## src/rtl/spi_cfg_pkg.sv

```systemverilog
// Shared types and constants for the SPI configuration master: FSM states,
// frame layout and the peripheral register map.
package spi_cfg_pkg;

   typedef enum logic [2:0] {
      ST_IDLE,
      ST_SETUP,
      ST_HIGH,
      ST_LOW,
      ST_GAP
   } state_e;

   localparam int   FRAME_BITS = 16;
   localparam logic WRITE_BIT  = 1'b1;

   localparam logic [6:0] ADDR_EN_OUT_7_0  = 7'h00;
   localparam logic [6:0] ADDR_EN_OUT_15_8 = 7'h01;
   localparam logic [6:0] ADDR_PWM_CTRL    = 7'h02;
   localparam logic [6:0] ADDR_PWM_PERIOD  = 7'h03;
   localparam logic [6:0] ADDR_PWM_DUTY    = 7'h04;

   // Frame layout on the wire, MSB first: {write flag, 7-bit address, 8-bit data}.
   function automatic logic [FRAME_BITS-1:0] make_frame(input logic [6:0] addr,
                                                        input logic [7:0] data);
      return {WRITE_BIT, addr, data};
   endfunction

endpackage

```

## src/rtl/spi_cfg_master_if.sv

```systemverilog
// Request bus between the two configuration writers and the SPI master.
interface spi_cfg_master_if;

   logic [1:0] req_valid;
   logic [1:0] req_ready;
   logic [6:0] req0_addr;
   logic [6:0] req1_addr;
   logic [7:0] req0_data;
   logic [7:0] req1_data;

   modport master (
      output req_valid, req0_addr, req1_addr, req0_data, req1_data,
      input  req_ready
   );

   modport slave (
      input  req_valid, req0_addr, req1_addr, req0_data, req1_data,
      output req_ready
   );

endinterface

```

## src/rtl/spi_cfg_rr_arb.sv

```systemverilog
// Two-way round-robin arbiter: on a tie the requester not served last wins;
// priority moves only when the master strobes advance_i.
module spi_cfg_rr_arb (
   input  logic       clk,
   input  logic       rst_n,
   input  logic [1:0] valid_i,
   input  logic       advance_i,
   output logic [1:0] grant_o
);

   logic last_q;

   always_comb begin
      grant_o = 2'b00;
      case (valid_i)
         2'b01:   grant_o = 2'b01;
         2'b10:   grant_o = 2'b10;
         2'b11:   grant_o = last_q ? 2'b01 : 2'b10;
         default: grant_o = 2'b00;
      endcase
   end

   // Reset value 1 makes requester 0 the winner of the first tie.
   always_ff @(posedge clk or negedge rst_n) begin
      if (!rst_n) begin
         last_q <= 1'b1;
      end else if (advance_i && (|grant_o)) begin
         last_q <= grant_o[1];
      end
   end

endmodule

```

## src/rtl/spi_cfg_master.sv

```systemverilog
// SPI mode-0 write-only configuration master: accepts writes from two
// round-robin requesters and shifts each out as one 16-bit frame.
module spi_cfg_master
   import spi_cfg_pkg::*;
#(
   parameter int HALF_PERIOD = 4,
   parameter int CS_SETUP    = 4,
   parameter int CS_GAP      = 8
) (
   input  logic            clk,
   input  logic            rst_n,
   spi_cfg_master_if.slave req,
   output logic            grant_id,
   output logic            busy,
   output logic            done,
   output logic            nCS,
   output logic            SCLK,
   output logic            COPI
);

   localparam logic [7:0] SETUP_LD = 8'(CS_SETUP - 1);
   localparam logic [7:0] HALF_LD  = 8'(HALF_PERIOD - 1);
   localparam logic [7:0] GAP_LD   = 8'(CS_GAP - 1);
   localparam logic [3:0] BIT_TOP  = 4'(FRAME_BITS - 1);

   state_e                state_q;
   logic [7:0]            phase_q;
   logic [3:0]            bit_q;
   logic [FRAME_BITS-1:0] frame_q;
   logic [1:0]            ready_q;
   logic                  rdy_en_q;
   logic                  grant_q;
   logic                  busy_q;
   logic                  done_q;
   logic                  ncs_q;
   logic                  sclk_q;
   logic                  copi_q;

   logic                  accept;
   logic                  phase_end;
   logic [1:0]            arb_valid;
   logic [1:0]            arb_grant;
   logic [FRAME_BITS-1:0] frame_in;

   assign accept    = (state_q == ST_IDLE) && (|(req.req_valid & ready_q));
   assign phase_end = (phase_q == 8'd0);
   // In the accept cycle the arbiter sees only the winner, so its priority follows the frame really started.
   assign arb_valid = accept ? ready_q : req.req_valid;
   assign frame_in  = ready_q[1] ? make_frame(req.req1_addr, req.req1_data)
                                 : make_frame(req.req0_addr, req.req0_data);

   spi_cfg_rr_arb u_arb (
      .clk       (clk),
      .rst_n     (rst_n),
      .valid_i   (arb_valid),
      .advance_i (accept),
      .grant_o   (arb_grant)
   );

   // NOTE: every register, the frame shadow included, is cleared by the async reset so an abandoned frame leaves no state behind.
   always_ff @(posedge clk or negedge rst_n) begin
      if (!rst_n) begin
         state_q  <= ST_IDLE;
         phase_q  <= 8'd0;
         bit_q    <= 4'd0;
         frame_q  <= '0;
         ready_q  <= 2'b00;
         rdy_en_q <= 1'b0;
         grant_q  <= 1'b0;
         busy_q   <= 1'b0;
         done_q   <= 1'b0;
         ncs_q    <= 1'b1;
         sclk_q   <= 1'b0;
         copi_q   <= 1'b0;
      end else begin
         // NOTE: defaults first, then per-state overrides; with <= the last assignment in the block wins.
         rdy_en_q <= 1'b1;
         done_q   <= 1'b0;
         ready_q  <= 2'b00;
         if (!phase_end) phase_q <= phase_q - 8'd1;

         case (state_q)
            ST_IDLE: begin
               if (accept) begin
                  state_q <= ST_SETUP;
                  phase_q <= SETUP_LD;
                  bit_q   <= BIT_TOP;
                  frame_q <= frame_in;
                  grant_q <= ready_q[1];
                  busy_q  <= 1'b1;
                  ncs_q   <= 1'b0;
                  sclk_q  <= 1'b0;
                  copi_q  <= frame_in[FRAME_BITS-1];
               end else if (rdy_en_q) begin
                  ready_q <= arb_grant;
               end
            end
            ST_SETUP: begin
               if (phase_end) begin
                  state_q <= ST_HIGH;
                  phase_q <= HALF_LD;
                  sclk_q  <= 1'b1;
               end
            end
            ST_HIGH: begin
               if (phase_end) begin
                  state_q <= ST_LOW;
                  phase_q <= HALF_LD;
                  sclk_q  <= 1'b0;
                  if (bit_q != 4'd0) copi_q <= frame_q[bit_q - 4'd1];
               end
            end
            ST_LOW: begin
               if (phase_end) begin
                  if (bit_q == 4'd0) begin
                     state_q <= ST_GAP;
                     phase_q <= GAP_LD;
                     ncs_q   <= 1'b1;
                     copi_q  <= 1'b0;
                     done_q  <= 1'b1;
                  end else begin
                     state_q <= ST_HIGH;
                     phase_q <= HALF_LD;
                     bit_q   <= bit_q - 4'd1;
                     sclk_q  <= 1'b1;
                  end
               end
            end
            ST_GAP: begin
               if (phase_end) begin
                  state_q <= ST_IDLE;
                  busy_q  <= 1'b0;
               end
            end
            default: state_q <= ST_IDLE;
         endcase
      end
   end

   assign req.req_ready = ready_q;
   assign grant_id      = grant_q;
   assign busy          = busy_q;
   assign done          = done_q;
   assign nCS           = ncs_q;
   assign SCLK          = sclk_q;
   assign COPI          = copi_q;

endmodule

```

## src/flat_wrapper.sv

```systemverilog
// flat-port wrapper written by rule: the top's interface ports become plain ports
module spi_cfg_master_flat import spi_cfg_pkg::*;
#(
   parameter int HALF_PERIOD = 4,
   parameter int CS_SETUP    = 4,
   parameter int CS_GAP      = 8
)
  (clk, rst_n, grant_id, busy, done, nCS, SCLK, COPI, req_req_valid, req_req0_addr, req_req1_addr, req_req0_data, req_req1_data, req_req_ready);
  spi_cfg_master_if req_i ();
  input  logic clk;
  input  logic rst_n;
  output logic grant_id;
  output logic busy;
  output logic done;
  output logic nCS;
  output logic SCLK;
  output logic COPI;
  input wire logic [$bits(req_i.req_valid)-1:0] req_req_valid;
  input wire logic [$bits(req_i.req0_addr)-1:0] req_req0_addr;
  input wire logic [$bits(req_i.req1_addr)-1:0] req_req1_addr;
  input wire logic [$bits(req_i.req0_data)-1:0] req_req0_data;
  input wire logic [$bits(req_i.req1_data)-1:0] req_req1_data;
  output wire logic [$bits(req_i.req_ready)-1:0] req_req_ready;
  assign req_i.req_valid = req_req_valid;
  assign req_i.req0_addr = req_req0_addr;
  assign req_i.req1_addr = req_req1_addr;
  assign req_i.req0_data = req_req0_data;
  assign req_i.req1_data = req_req1_data;
  assign req_req_ready = req_i.req_ready;
  spi_cfg_master #(.HALF_PERIOD(HALF_PERIOD), .CS_SETUP(CS_SETUP), .CS_GAP(CS_GAP)) u_core (.clk(clk), .rst_n(rst_n), .req(req_i), .grant_id(grant_id), .busy(busy), .done(done), .nCS(nCS), .SCLK(SCLK), .COPI(COPI));
endmodule
```

## config.mk

```make
export PLATFORM = sky130hd
export DESIGN_NAME = spi_cfg_master_flat
export DESIGN_NICKNAME = d
export VERILOG_FILES = /design/src/rtl/spi_cfg_pkg.sv /design/src/rtl/spi_cfg_master_if.sv /design/src/rtl/spi_cfg_rr_arb.sv /design/src/rtl/spi_cfg_master.sv /design/src/flat_wrapper.sv
export SDC_FILE = /design/constraint.sdc
export NUM_CORES = 1
export LEC_CHECK = 0
export ABC_CLOCK_PERIOD_IN_PS = 2910
export BUFFER_PORTS_ARGS = -buffer_cell sky130_fd_sc_hd__buf_2
export CAP_MARGIN = 0
export CORE_MARGIN = 3
export CORE_UTILIZATION = 25
export CTS_CLUSTER_SIZE = 8
export DETAILED_ROUTE_END_ITERATION = 8
export PLACE_DENSITY_LB_ADDON = 0.05
export SLEW_MARGIN = 20
export SYNTH_ARGS = -nofsm -noshare
export SYNTH_HDL_FRONTEND = slang
export SYNTH_SLANG_ARGS = --single-unit
```

## constraint.sdc

```tcl
create_clock -name clk -period 2.91 [get_ports clk]
set_input_delay 0.582 -clock clk [delete_from_list [all_inputs] [get_ports clk]]
set_output_delay 0.582 -clock clk [all_outputs]
set_load 0.01 [all_outputs]
```

# Word-level counts from Yosys, hierarchy flattened
# Index checks and enable logic that the tools add are counted.
[totals]
mem_bits_rw = 0
rom_bits = 0
reg_bits = 41
mem_count = 0
word_cells = 98
inputBits = 34
out_inout_bits = 8
latch_bits = 0
[op_classes]
n_addsub = 2
n_shift = 0
n_lt_le_gt_ge = 1
mux = 46
n_reduce_logical = 20
eq_ne = 15
mul = 0
bitwise_logic = 1
div_mod_pow = 0
[ops]
columns = ["op", "n"]
rows = [
  ["$mux 8", 4],
  ["$pmux 8 s3", 1],
  ["$mux 3", 7],
  ["$mux 1", 17],
  ["$mux 15", 1],
  ["$pmux 3 s5", 1],
  ["$ne 2x1->1 const B", 7],
  ["$mux 4", 3],
  ["$reduce_and 6->1", 2],
  ["$mux 2", 5],
  ["$logic_not 8->1", 1],
  ["$pmux 4 s2", 1],
  ["$reduce_and 4->1", 2],
  ["$reduce_bool 4->1", 2],
  ["$sub 8x1->8 const B", 1],
  ["$eq 3x2->1 const B", 2],
  ["$pmux 2 s3", 1],
  ["$reduce_or 2->1", 3],
  ["$lt 4x5->1 const B", 1],
  ["$reduce_and 5->1", 1],
  ["$bmux 1 s4", 1],
  ["$eq 2x2->1 const B", 2],
  ["$logic_not 4->1", 1],
  ["$pmux 1 s2", 2],
  ["other kinds (14)", 16],
]

# Longest topological paths before layout
[logic_depth]
ltp_word = 9
mapped_depth = 8
ltp_nobuf = 8

# Cells and area by module
# From an unflattened synthesis, not the netlist that was laid out.
[unflattened]
hier_cells = 213
area_unflattened_um2 = 2150.8
[by_module_without_submodules]
columns = ["module", "seq_area_each_um2", "n_inst", "cells_each", "area_each_um2"]
rows = [
  ["spi_cfg_master", 1002.2, 1, 207, 2094.5],
  ["spi_cfg_rr_arb", 26.3, 1, 6, 56.3],
]

# Least setup slack after synthesis
# Ideal clock, no wire load.
[synth_timing]
path_kind = "register to register"
from = "reg u_core.bit_q[0]"
to = "reg u_core.copi_q (netlist: u_core.COPI)"
setup_slack_ns = 0.633
path_stages_with_launch = 9
synth_period_minus_slack_ns = 2.277
t_arrival_ns = 2.143
setup_ns = 0.134
path_cell_list = "dfrtp_1 -> clkbuf_1 -> inv_1 -> ha_1 -> xor2_2 -> mux4_2 -> o21a_1 -> a31oi_1 -> o31ai_2"
[synth_via]
elab_chain_cells = 6
elab_cells_between_ends = 11
[synth_rtl]
columns = ["item", "line_no", "source"]
rows = [
  ["start: declaration", "spi_cfg_master.sv:28", "logic [3:0] bit_q;"],
  ["start signal: assignment", "spi_cfg_master.sv:124", "bit_q <= bit_q - 4'd1;"],
  ["$sub 4x1->4", "spi_cfg_master.sv:110", "if (bit_q != 4'd0) copi_q <= frame_q[bit_q - 4'd1];"],
  ["$bmux 1 s4", "spi_cfg_master.sv:110", ""],
  ["$mux 1 (implied by the code)", "spi_cfg_master.sv:110", ""],
  ["$mux 1", "spi_cfg_master.sv:110", ""],
  ["$mux 1", "spi_cfg_master.sv:106", "if (phase_end) begin"],
  ["$pmux 1 s3", "spi_cfg_master.sv:82", "case (state_q)"],
  ["end signal: assignment", "spi_cfg_master.sv:93", "copi_q <= frame_in[FRAME_BITS-1];"],
  ["end signal: assignment", "spi_cfg_master.sv:110", ""],
  ["end: declaration", "spi_cfg_master.sv:37", "logic copi_q;"],
]
# Parallel ways exist; a longest one is shown, timed or not. The select of a mux whose other input is x is not followed.
# A chain may end at the register's enable or synchronous reset.

# Worst setup path in the final report
# Ends and elaborated chain as after synthesis.

==> impl_metrics.csv <==
group,metric,value,unit
setup_path,r2r_start,"u_core.bit_q[0]",
global_route,grt_pass1_wl,9090,µm
sta,holdWs,191,ps
detailed_routing,post_drt_via_cell_ratio,4.48,
setup_path,critPathKind,"flop to flop",
final_layout,mostFrequentLayoutCells,"41 x buf_2, 39 x dfrtp_1, 29 x nand2_1, 23 x o21ai_0, 17 x mux2i_1",
floorplan,core_area,8340,µm²
detailed_routing,wl_per_cell,13.9,µm
synthesis,synth_edf_count,0,
setup_path,path_max_fanout,4,
setup_path,crit_path_start_kind,"flop",
synthesis,syn_inst,219,
floorplan,start_util,26.1,%
final_layout,fin_nets,303,
detailed_routing,ant_nets,0,
power_and_ir_drop,peakVddDrop,0.154,mV
clocking,cts-htree-levels,2,
synthesis,synth_flop_cell,"dfrtp_1",
placed_design,routabilityCongestion,0.665,
global_route,antenna_found_initial,0,
sta,fin_crit_sh,76.2,%
placed_design,io_buffers,41,
status,status,"finished, final reports clean",
sta,tightest_slew,614,ps
setup_path,cp.arrival,2400,ps
setup_path,crit_start,"u_core.bit_q[0]",
clocking,cts_tree,"built",
detailed_routing,drt_iter0_drc,34,
clocking,clk_latency,300,ps
setup_path,cp_cell_sequence,"inv_1, ha_1, xor2_2, mux4_2, o21a_1, a31oi_1, o31ai_2",
setup_path,slowest_stage,"mux4_2",
clocking,cts_root_buf,"clkbuf_8",
clocking,cts_setup_buffers,0,
sta,tns,0,ps
power_and_ir_drop,p_leak,1.18,nW
detailed_routing,vias,1659,
hold_path,min_path_type,"primary input to asynchronous set/reset pin",
sta,setup_viol,0,
floorplan,io_pins,42,
sta,drv_slew,0,
sta,fin_skew,15.1,ps
clocking,clk_pin_slew,90,ps
detailed_routing,wl_met2,2440,µm
sta,hold_violations,0,
flow_run,cap_violations,0,
detailed_routing,drt_wl_total,5150,µm
clocking,numCtsBuffers,5,
final_layout,multi_input_area,1070,µm²
detailed_routing,wl_met1,2470,µm
synthesis,yosysWarnings,0,
setup_path,cp_num_buf_inv,1,
setup_path,cpPeakStageDelay,550,ps
detailed_routing,drcViolationCount,0,
power_and_ir_drop,p_per_area,381,nW/µm²
setup_path,crit_path_end_kind,"flop",
floorplan,dieArea,9870,µm²
synthesis,synthArstFlopShare,100,%
final_layout,final_common_cell,"buf_2",
clocking,clock_sinks,41,
sta,max_slew_margin,58.5,%
sta,max_clock_freq,451,MHz
detailed_routing,wl_met3,202,µm
synthesis,syn-num-nets,258,
placed_design,postPlaceCellArea,2510,µm²
global_route,grt_use_total,11.5,%
synthesis,postSynthAreaPerCell,9.95,µm²
final_layout,areaGrowthSynthToFinish,20.4,%
detailed_routing,drt_pass1_iterations,4,
final_layout,drive_gt1_share,26.0,%
clocking,cts.hold.buffers_added,0,
sta,period_minus_slack,2220,ps
detailed_routing,highest_layer,"met4",
setup_path,reg2regPathDepth,7,
final_layout,fillers,917,
synthesis,ys_seq_elements,41,
placed_design,place_hpwl,3720,µm
floorplan,rows,33,
global_route,grt_pass1_vias,1795,
setup_path,cp.required,3090,ps
final_layout,diodes,0,
synthesis,synth_area,2180,µm²
final_layout,design_area,2630,µm²
global_route,grt_max_degree,42,
setup_path,critical_path.top_delay_family,"multiplexers",
setup_path,path_depth,7,
synthesis,synth.distinct_cells,48,
sta,rsz0062_at_grt,"no",
global_route,overflow,0,
synthesis,synth-seq-area-share,47.2,%
floorplan,fp.dieW,99.4,µm
floorplan,die_height,99.4,µm
clocking,cts_resized,0,
final_layout,seq_area,1030,µm²
clocking,cts_buffer_depth,2,
[per-stage QoR]
stage / util [%] / setup WS [ps] / total power [mW] / std cells
final: 31.5 / 692 / 1.00 / 370
after global routing: 31.5 / 447 / 1.05 / 370
after CTS: 31.2 / 627 / 1.02 / 369
after detailed placement: 30.2 / 641 / 0.624 / 361
after global placement: 30.2 / 641 / 0.623 / 361
after floorplan: - / 633 / 0.588 / 219
[synth_stat cells (2+ instances only)]
master | count | area [µm²]
a21o_1 | 2 | 15.0
a21oi_1 | 11 | 55.1
a31oi_1 | 4 | 25.0
and2_1 | 2 | 12.5
clkbuf_1 | 7 | 26.3
dfrtp_1 | 39 | 976
dfstp_2 | 2 | 52.6
ha_1 | 5 | 62.6
inv_1 | 8 | 30.0
mux2i_1 | 17 | 170
mux4_2 | 3 | 67.6
nand2_1 | 29 | 109
nand2b_1 | 3 | 18.8
nand3_1 | 5 | 25.0
nor2_1 | 13 | 48.8
nor3_1 | 7 | 35.0
o21a_1 | 2 | 15.0
o21ai_0 | 23 | 115
or3_1 | 3 | 18.8
or4_1 | 2 | 15.0
xnor2_1 | 4 | 35.0
xor2_1 | 2 | 17.5
[worst reg2reg max path, cell delays in order (launching register included)]
cell and delay, ps:
dfrtp_1 390, inv_1 110, ha_1 260, xor2_2 310, mux4_2 550, o21a_1 180, a31oi_1 230, o31ai_2 80
[path summary, 6_finish.rpt]
path / end / slack, ps
max: u_core.COPI / 690
min: u_core.phase_q[7] / 190
max reg2reg: u_core.COPI / 690
min reg2reg: u_core.frame_q[15] / 480
max in group asynchronous: u_core.nCS / 2190
min in group clk: u_core.frame_q[15] / 480
[sequential cells by signal (all words and copies together), names as in the netlist]
signal	cells
u_core.COPI	1
u_core.req.req_ready	2
u_core.state_q	3
u_core.busy	1
u_core.nCS	1
u_core.SCLK	1
u_core.done	1
u_core.phase_q	8
u_core.grant_id	1
u_core.frame_q	16
u_core.u_arb.last_q	1
u_core.rdy_en_q	1
u_core.bit_q	4
[report_power, final]
group	leakage [nW]	internal [mW]	switching, mW	total (mW)
registers	0.506	0.570	0.000138	0.570
logic	0.631	0.0223	0.0208	0.0431
clock network	0.0445	0.171	0.218	0.388
[metal layers]
metal / vias up / GRT usage [%]
li1: 862 / -
met4: 0 / 3.15
met2: 35 / 19.4
met1: 760 / 14.8
met5: - / 0
met3: 2 / 2.38
[cells by family (layout without fill, tap and decap cells)]
group,after synthesis,count (layout),synth area share (%)
flip-flops,41,41,47.2
AND/OR/NAND/NOR,73,73,16.7
multiplexers,21,21,11.4
other,1,1,0.172
adder cells (fa/ha/maj),5,5,2.87
AO/OA/AOI/OAI,52,52,14.6
buffers and inverters,19,65,3.85
XOR/XNOR,7,7,3.16
[layout make-up]
type	instances	share of cell area, %
well taps	105	5.00
inverters	8	1.14
clock inverters	3	0.810
clock buffers	5	2.62
flip-flops and latches	41	39.2
multi-input cells	159	40.7
repair buffers	49	10.6
Power figures use the tool's default switching activity.
